<file path="src/rtl/wifi_tx_pkg.sv">
// Shared transmitter definitions: code rates, generator polynomials, puncture tables.
package wifi_tx_pkg;

    localparam int unsigned K    = 7;
    localparam int unsigned SR_W = K - 1;
    localparam int unsigned PH_W = 2;

    localparam logic [K-1:0] G0 = 7'o133;
    localparam logic [K-1:0] G1 = 7'o171;

    typedef enum logic [1:0] {
        RATE_1_2  = 2'b00,
        RATE_2_3  = 2'b01,
        RATE_3_4  = 2'b10,
        RATE_RSVD = 2'b11
    } rate_e;

    typedef struct packed {
        logic a;
        logic b;
    } emit_t;

    // Number of input bits per puncture pattern; reserved rate falls back to 1/2.
    function automatic logic [PH_W-1:0] punct_period(input rate_e rate);
        logic [PH_W-1:0] period;
        case (rate)
            RATE_2_3: period = PH_W'(2);
            RATE_3_4: period = PH_W'(3);
            default:  period = PH_W'(1);
        endcase
        return period;
    endfunction

    // Which of A/B survive puncturing at a given phase.
    function automatic emit_t punct_mask(input rate_e rate, input logic [PH_W-1:0] phase);
        emit_t m;
        m = emit_t'(2'b11);
        case (rate)
            RATE_2_3: begin
                if (phase == PH_W'(1)) m.b = 1'b0;
            end
            RATE_3_4: begin
                if (phase == PH_W'(1))      m.b = 1'b0;
                else if (phase == PH_W'(2)) m.a = 1'b0;
            end
            default: ;
        endcase
        return m;
    endfunction

endpackage

</file>
<file path="src/rtl/conv_encoder_core.sv">
// K=7 shift register with G0/G1 parity taps; sr[SR_W-1] holds the most recent bit.
module conv_encoder_core
    import wifi_tx_pkg::*;
(
    input  logic Clock,
    input  logic Reset,
    input  logic enable,
    input  logic clear,
    input  logic data_bit,
    output logic code_a_c,
    output logic code_b_c
);

    logic [SR_W-1:0] sr_q;
    logic [K-1:0]    window_c;

    // Window MSB is the incoming bit, LSB the oldest, matching polynomial bit order.
    assign window_c = {data_bit, sr_q};
    assign code_a_c = ^(window_c & G0);
    assign code_b_c = ^(window_c & G1);

    always_ff @(posedge Clock or posedge Reset) begin
        if (Reset) begin
            sr_q <= '0;
        end else if (clear) begin
            sr_q <= '0;
        end else if (enable) begin
            sr_q <= {data_bit, sr_q[SR_W-1:1]};
        end
    end

endmodule

</file>
<file path="src/rtl/conv_encoder.sv">
// Rate-1/2 K=7 convolutional encoder with optional 2/3, 3/4 puncturing and a 2-bit output queue.
// Puncturing is built only when CONV_PUNCTURE_EN is defined; otherwise the encoder is fixed at rate 1/2.
module conv_encoder
    import wifi_tx_pkg::*;
(
    input  logic       Clock,
    input  logic       Reset,
    input  logic       Start,
    input  logic [1:0] Rate,
    input  logic       InValid,
    input  logic       InBit,
    output logic       InReady,
    output logic       OutValid,
    output logic       OutBit,
    input  logic       OutReady
);

    localparam int unsigned CNT_W = 2;

    logic [CNT_W-1:0] cnt_q, cnt_d;
    logic [1:0]       bits_q, bits_d;
    logic             valid_q, valid_d;
    logic             accept_c, pop_c;
    logic             code_a_c, code_b_c;
    emit_t            emit_c;

    // Accept only when the queue will be empty after this cycle's pop.
    assign InReady  = !Start && ((cnt_q == CNT_W'(0)) || ((cnt_q == CNT_W'(1)) && OutReady));
    assign accept_c = InValid && InReady;
    assign pop_c    = valid_q && OutReady;
    assign OutValid = valid_q;
    assign OutBit   = bits_q[0];

    conv_encoder_core u_core (
        .Clock    (Clock),
        .Reset    (Reset),
        .enable   (accept_c),
        .clear    (Start),
        .data_bit (InBit),
        .code_a_c (code_a_c),
        .code_b_c (code_b_c)
    );

`ifdef CONV_PUNCTURE_EN
    rate_e           rate_q, rate_d;
    logic [PH_W-1:0] phase_q, phase_d;

    always_ff @(posedge Clock or posedge Reset) begin
        if (Reset) begin
            rate_q  <= RATE_1_2;
            phase_q <= '0;
        end else begin
            rate_q  <= rate_d;
            phase_q <= phase_d;
        end
    end

    always_comb begin
        rate_d  = rate_q;
        phase_d = phase_q;
        emit_c  = punct_mask(rate_q, phase_q);
        if (Start) begin
            rate_d  = rate_e'(Rate);
            phase_d = '0;
        end else if (accept_c) begin
            phase_d = ((phase_q + PH_W'(1)) == punct_period(rate_q)) ? '0 : phase_q + PH_W'(1);
        end
    end
`else
    logic unused_rate;
    assign unused_rate = ^Rate;

    always_comb begin
        emit_c = emit_t'(2'b11);
    end
`endif

    always_ff @(posedge Clock or posedge Reset) begin
        if (Reset) begin
            cnt_q   <= '0;
            bits_q  <= '0;
            valid_q <= 1'b0;
        end else begin
            cnt_q   <= cnt_d;
            bits_q  <= bits_d;
            valid_q <= valid_d;
        end
    end

    // Queue update: pop the head, then either flush on Start or load the surviving code bits.
    always_comb begin
        cnt_d  = cnt_q;
        bits_d = bits_q;
        if (pop_c) begin
            bits_d = {1'b0, bits_q[1]};
            cnt_d  = cnt_q - CNT_W'(1);
        end
        if (Start) begin
            cnt_d  = '0;
            bits_d = '0;
        end else if (accept_c) begin
            if (emit_c.a && emit_c.b) begin
                bits_d = {code_b_c, code_a_c};
                cnt_d  = CNT_W'(2);
            end else begin
                bits_d = {1'b0, (emit_c.a ? code_a_c : code_b_c)};
                cnt_d  = CNT_W'(1);
            end
        end
        valid_d = (cnt_d != CNT_W'(0));
    end

endmodule

</file>
<file path="config.mk">
export PLATFORM = sky130hd
export DESIGN_NAME = conv_encoder
export DESIGN_NICKNAME = d
export VERILOG_FILES = /design/src/rtl/wifi_tx_pkg.sv /design/src/rtl/conv_encoder_core.sv /design/src/rtl/conv_encoder.sv
export SDC_FILE = /design/constraint.sdc
export NUM_CORES = 1
export LEC_CHECK = 0
export ABC_AREA = 1
export CAP_MARGIN = 20
export CORE_MARGIN = 3
export CORE_UTILIZATION = 40
export DETAILED_ROUTE_END_ITERATION = 12
export PLACE_DENSITY = 0.71
export SLEW_MARGIN = 20
export SYNTH_ARGS = -nofsm -noshare
export SYNTH_HDL_FRONTEND = slang
export SYNTH_SLANG_ARGS = --single-unit
</file>
<file path="constraint.sdc">
create_clock -name Clock -period 1.8 [get_ports Clock]
set_input_delay 0.18 -clock Clock [delete_from_list [all_inputs] [get_ports Clock]]
set_output_delay 0.18 -clock Clock [all_outputs]
set_load 0.005 [all_outputs]
</file>
Word level (Yosys, flattened, before mapping)
Cells that the tools add are included.
{"block": "word_totals", "register_bits": 11, "output_inout_bits": 3, "inputBits": 8, "wordCells": 26}
{"block": "op_classes", "n_eq_ne": 1, "n_mux": 8, "add_sub_neg": 1, "reduce_logical": 12}
{"cell": "$reduce_xor 7->1", "n": 2}
{"cell": "$mux 2", "n": 6}
{"cell": "$mux 6", "n": 2}
{"cell": "$logic_and 1x1->1", "n": 4}
{"cell": "$reduce_bool 2->1", "n": 2}
{"cell": "$reduce_bool 3->1", "n": 1}
{"cell": "$eq 2x1->1 const B", "n": 1}
{"cell": "$logic_not 2->1", "n": 1}
{"cell": "$sub 2x1->2 const B", "n": 1}
{"cell": "$logic_not 1->1", "n": 1}
{"cell": "$logic_or 1x1->1", "n": 1}

Longest topological paths before layout
{"block": "depth", "depth_word": 8, "ltp_mapped": 9, "mapped_depth_nobuf": 8}

Modules after synthesis
From an unflattened synthesis, not the netlist that was laid out.
{"block": "hier_totals", "hier_cells": 88, "area_unflattened_um2": 663.1}
{"module": "conv_encoder_core", "instances": 1, "area_per_inst_um2": 359.1, "seq_area_each_um2": 150.1, "cells_per_inst": 50}
{"module": "conv_encoder", "instances": 1, "area_per_inst_um2": 304.0, "seq_area_each_um2": 125.1, "cells_per_inst": 38}

Worst setup path after synthesis
OpenSTA, ideal clock, no wires.
{"block": "synth_timing", "kind": "reg-to-reg", "startpoint": "register cnt_q[0]", "endpoint": "register valid_q, in the netlist OutValid", "setup_slack_ns": 0.533, "path_buffers": 1, "path_stages_with_launch": 9, "required_ns": 1.676, "arrival_ns": 1.143, "setup_time_ns": 0.124, "synth_period_minus_slack_ns": 1.267, "path_cell_list": "dfrtp_1 > inv_1 > ha_1 > inv_1 > nand2_2 > nand3_2 > buf_6 > nand2_2 > or2_1"}
{"block": "synth_between", "elab_chain_len": 8, "word_cells_on_any_way": 11, "cone_classes": "add/sub: 1; eq/ne: 1; mux: 3; reduce/logical: 6"}
{"item": "start, declared", "line_no": "conv_encoder.sv:20", "text": "logic [CNT_W-1:0] cnt_q, cnt_d;"}
{"item": "start signal, assigned", "line_no": "conv_encoder.sv:84", "text": "cnt_q <= cnt_d;"}
{"item": "$eq 2x1->1", "line_no": "conv_encoder.sv:28", "text": "assign InReady = !Start && ((cnt_q == CNT_W'(0)) || ((cnt_q == CNT_W'(1)) && OutReady));"}
{"item": "$logic_and 1x1->1", "line_no": "conv_encoder.sv:28"}
{"item": "$logic_or 1x1->1", "line_no": "conv_encoder.sv:28"}
{"item": "$logic_and 1x1->1", "line_no": "conv_encoder.sv:28"}
{"item": "$logic_and 1x1->1", "line_no": "conv_encoder.sv:29", "text": "assign accept_c = InValid && InReady;"}
{"item": "$mux 2 *", "line_no": "conv_encoder.sv:101", "text": "end else if (accept_c) begin"}
{"item": "$mux 2 *", "line_no": "conv_encoder.sv:98", "text": "if (Start) begin"}
{"item": "named net cnt_d[1]", "line_no": "conv_encoder.sv:20"}
{"item": "$reduce_bool 2->1 *", "line_no": "conv_encoder.sv:110", "text": "valid_d = (cnt_d != CNT_W'(0));"}
{"item": "named net valid_d", "line_no": "conv_encoder.sv:22", "text": "logic valid_q, valid_d;"}
{"item": "end signal, assigned", "line_no": "conv_encoder.sv:86", "text": "valid_q <= valid_d;"}
{"item": "end, declared", "line_no": "conv_encoder.sv:22"}
The timed path passes the listed nets; every way through them passes the cells marked *.
A chain may end at the register's enable or synchronous reset.

Worst setup path in the final report
Ends and elaborated chain as after synthesis.

==> summary.txt <==
Outcome
  – Status: finished, final reports clean

Clocking
  – CTS max path bufs: 2
  – Clk Latency, worst-skew pair: between 0.2 and 0.3 ns
  – Post-CTS clock slew at the launch and capture registers of the worst setup and hold paths: 0.06 ns
  – Clock tree from TritonCTS: yes
  – Total CTS buffers: 3
  – # clock sinks: 11
  – H-tree depth: 1
  – Clock root buffer master: sky130_fd_sc_hd__clkbuf_4
  – Hold Buf Count CTS: 0

GRT
  – Pin count of the biggest net entering global routing: 12
  – Overall routing resource usage: 0.124
  – Global-route wire length before repair: 1.78 mm
  – Gr ovfl total: 0
  – Vias in the first global route: 459
  – Antenna violations before repair: 0

Route
  – Per-cell via count in the routed design: ~4.7
  – Vias after detailed routing: about 500
  – Remaining number of nets flagged by the antenna check after routing: 0
  – Detailed Route WL: 1.07 mm
  – Post-route DRC: 0
  – First-pass iteration count of the detailed router: 3
  – Number of DRC violations after detailed-routing iteration 0: 3
  – DR WL/cell: 10.1 um

Placed design
  – Detailed placer's ending HPWL: 827 um
  – Count of input and output buffers: 8
  – Cell Count Post-Placement: 102
  – Pre-CTS setup slack: roughly 0.25 ns
  – RD Place Congestion: 0.822

Logic synthesis
  – Post-synthesis share of cell area spent on and, or, nand and nor gates: 0.305
  – Sequential element share of the synthesized area: 0.454
  – Dominant cells by area after synthesis: sky130_fd_sc_hd__dfrtp_1, sky130_fd_sc_hd__nand2_1, sky130_fd_sc_hd__inv_1
  – Syn. warnings: 0
  – Fraction of the mapped netlist area in compound gates: 0.0619
  – Syn nets: between 80 and 90
  – Fraction of synthesized area in multiplexers: 0
  – Gate Count Post-Synth: slightly below 80
  – Flip-flop and latch count after synthesis: 11
  – Post-synthesis share of cell area spent on xor and xnor gates: 0.0144
  – Synthesized cell area: 607 um^2
  – Library cell with the largest summed area after synthesis: sky130_fd_sc_hd__dfrtp_1
  – Arithmetic-cell share of the synthesized area counting full adders, half adders and majority gates: 0.0412
  – Average footprint of a synthesized cell: 7.68 um^2
  – Number of distinct library cell variants in the gate-level netlist after synthesis: 14
  – Fraction of post-synthesis cell area in the top cell type by area: 0.454
  – Dominant combinational cell family by area after synthesis: simple AND/OR/NAND/NOR gates

Finish
  – Synthesis-to-finish area growth: 20.8%
  – End-of-flow core utilization: 0.537
  – Diodes inserted: 0
  – Footprint of the multi-input gates: 259 um^2
  – Register area: 275 um^2
  – Share of final-layout standard cells stronger than drive strength 1: 0.132
  – Filler cell count: 135
  – Net total in the final layout: 102
  – Post-layout instance count excluding filler cells: ~110

Timing
  – Setup Skew: 0.000552 ns
  – Max transition margin: 0.732
  – Slew at the pin closest to its max-slew limit: 0.402 ns
  – Final-report hold violation count: 0
  – Worst setup slack after layout: 0.333 ns
  – Number of max-slew violations in the final report: 0
  – TNS Setup: 0 ns
  – Min Clock Period, post-route: 1.47 ns
  – RSZ-0062 raised after global routing: false
  – Total setup violations reported at the end of the flow: 0
  – FMAX: 0.682 GHz
  – Final-layout worst hold slack: between 0.15 and 0.2 ns
  – Fin crit share: 0.815

Die
  – Initial Utilization: 0.444
  – Standard-cell rows: 13
  – # IOs: 11
  – Total die area: 0.00202 mm^2
  – Die outline height: 45.0 um
  – Width of the die: 45.0 um
  – Standard cell core area: 0.00137 mm^2

Worst setup path
  – Setup crit start kind: flop
  – Highest fanout seen on the critical path: 7
  – Critical path arrival: 1.62 ns
  – Crit. End Element: flop
  – Worst endpoint required time: between 1.5 and 2 ns
  – WS Path Type: reg -> reg

Hold path
  – Tightest Hold Check Type: in -> async

Power
  – Cell area power density: 993 mW/mm^2
  – Worst supply voltage drop on vdd: 0.000475 V
  – Static leakage power: approximately 0.40 nW

Run
  – Number of maximum-capacitance violations: 0
-- sequential cells by signal, indices dropped and copies added (netlist names) --
name	cells
u_core.sr_q	6
bits_q	2
cnt_q	2
OutValid	1
-- routing by layer --
metal	global-route usage	part of all wire	vias up
met1	0.155	0.45	210
met3	0.0359	0.055	3
met5	0	0	-
li1	-	-	270
met4	0.0702	0.021	0
met2	0.189	0.47	11
-- repair_timing --
| action | CTS | global route |
|---|---|---|
| setup endpoints to repair | 0 | 1 |
| gates resized for setup | 0 | 3 |
| setup buffers | 0 | 0 |
-- area by class of cell --
type / instances / share of cell area
flip-flops and latches: 11 / 0.375
well taps: 15 / 0.0256
clock buffers: 4 / 0.0358
inverters: 17 / 0.0870
multi-input cells: 50 / 0.353
repair buffers: 9 / 0.123
-- cells in the final DEF, fill, tap and decap left out, types with 3 or more instances in the layout --
cell | Yosys | final
sky130_fd_sc_hd__clkbuf_4 | 0 | 3
sky130_fd_sc_hd__clkdlybuf4s50_1 | 0 | 7
sky130_fd_sc_hd__dfrtp_1 | 11 | 11
sky130_fd_sc_hd__inv_1 | 15 | 14
sky130_fd_sc_hd__inv_2 | 2 | 3
sky130_fd_sc_hd__nand2_1 | 24 | 24
sky130_fd_sc_hd__nand2_2 | 3 | 3
sky130_fd_sc_hd__nand3_1 | 10 | 10
sky130_fd_sc_hd__o22ai_1 | 6 | 6
-- path summary, 6_finish.rpt --
| check | start | to | slack [ns] | cells after the start |
|---|---|---|---|---|
| max | cnt_q[0]$_DFF_PP0_ | OutValid$_DFF_PP0_ | 0.33 | 8 |
| min | Reset | OutValid$_DFF_PP0_ | 0.19 | 2 |
| max reg2reg | cnt_q[0]$_DFF_PP0_ | OutValid$_DFF_PP0_ | 0.33 | 8 |
| min reg2reg | u_core.sr_q[2]$_DFFE_PP0P_ | u_core.sr_q[2]$_DFFE_PP0P_ | 0.54 | 2 |
| max in group asynchronous | Reset | bits_q[1]$_DFFE_PP0P_ | 1.32 | 2 |
| min in group Clock | u_core.sr_q[2]$_DFFE_PP0P_ | u_core.sr_q[2]$_DFFE_PP0P_ | 0.54 | 2 |
-- synth_stat cells --
master	number
sky130_fd_sc_hd__nand2_1	24
sky130_fd_sc_hd__inv_1	15
sky130_fd_sc_hd__dfrtp_1	11
sky130_fd_sc_hd__nand3_1	10
sky130_fd_sc_hd__o22ai_1	6
sky130_fd_sc_hd__nand2_2	3
sky130_fd_sc_hd__ha_1	2
sky130_fd_sc_hd__inv_2	2
sky130_fd_sc_hd__buf_6	1
sky130_fd_sc_hd__nand3_2	1
sky130_fd_sc_hd__nand4_1	1
sky130_fd_sc_hd__nor2_1	1
sky130_fd_sc_hd__or2_1	1
sky130_fd_sc_hd__xor2_1	1
-- logic make-up (layout without fill, tap and decap cells) --
group                      after synthesis  after routing
and+or+nand+nor                         41             41
adders and majority gates                2              2
DFF                                     11             11
buffers and inverters                   18             30
AOI/OAI and AO/OA                        6              6
xor gates and xnor gates                 1              1
-- power by group --
group / switching (mW) / internal [mW]
logic: 0.136 / 0.119
clock network: 0.0777 / 0.0858
registers: 0.0223 / 0.288
-- critical path: stages, from the launching register on --
cell                      delay [ns]
sky130_fd_sc_hd__dfrtp_1        0.41
sky130_fd_sc_hd__inv_2          0.07
sky130_fd_sc_hd__ha_2           0.16
sky130_fd_sc_hd__inv_1          0.04
sky130_fd_sc_hd__nand2_2        0.07
sky130_fd_sc_hd__nand3_2        0.15
sky130_fd_sc_hd__nand2_2        0.18
sky130_fd_sc_hd__nor2_1         0.06
sky130_fd_sc_hd__or2_1          0.20
-- through the flow --
step | power (mW) | area (um^2)
after CTS | 0.733 | 728
after global routing | 0.787 | 733
after global placement | 0.554 | 702
after floorplan | 0.476 | 607
after detailed placement | 0.563 | 702
final | 0.728 | 733
(Power assumes the default switching activity.)
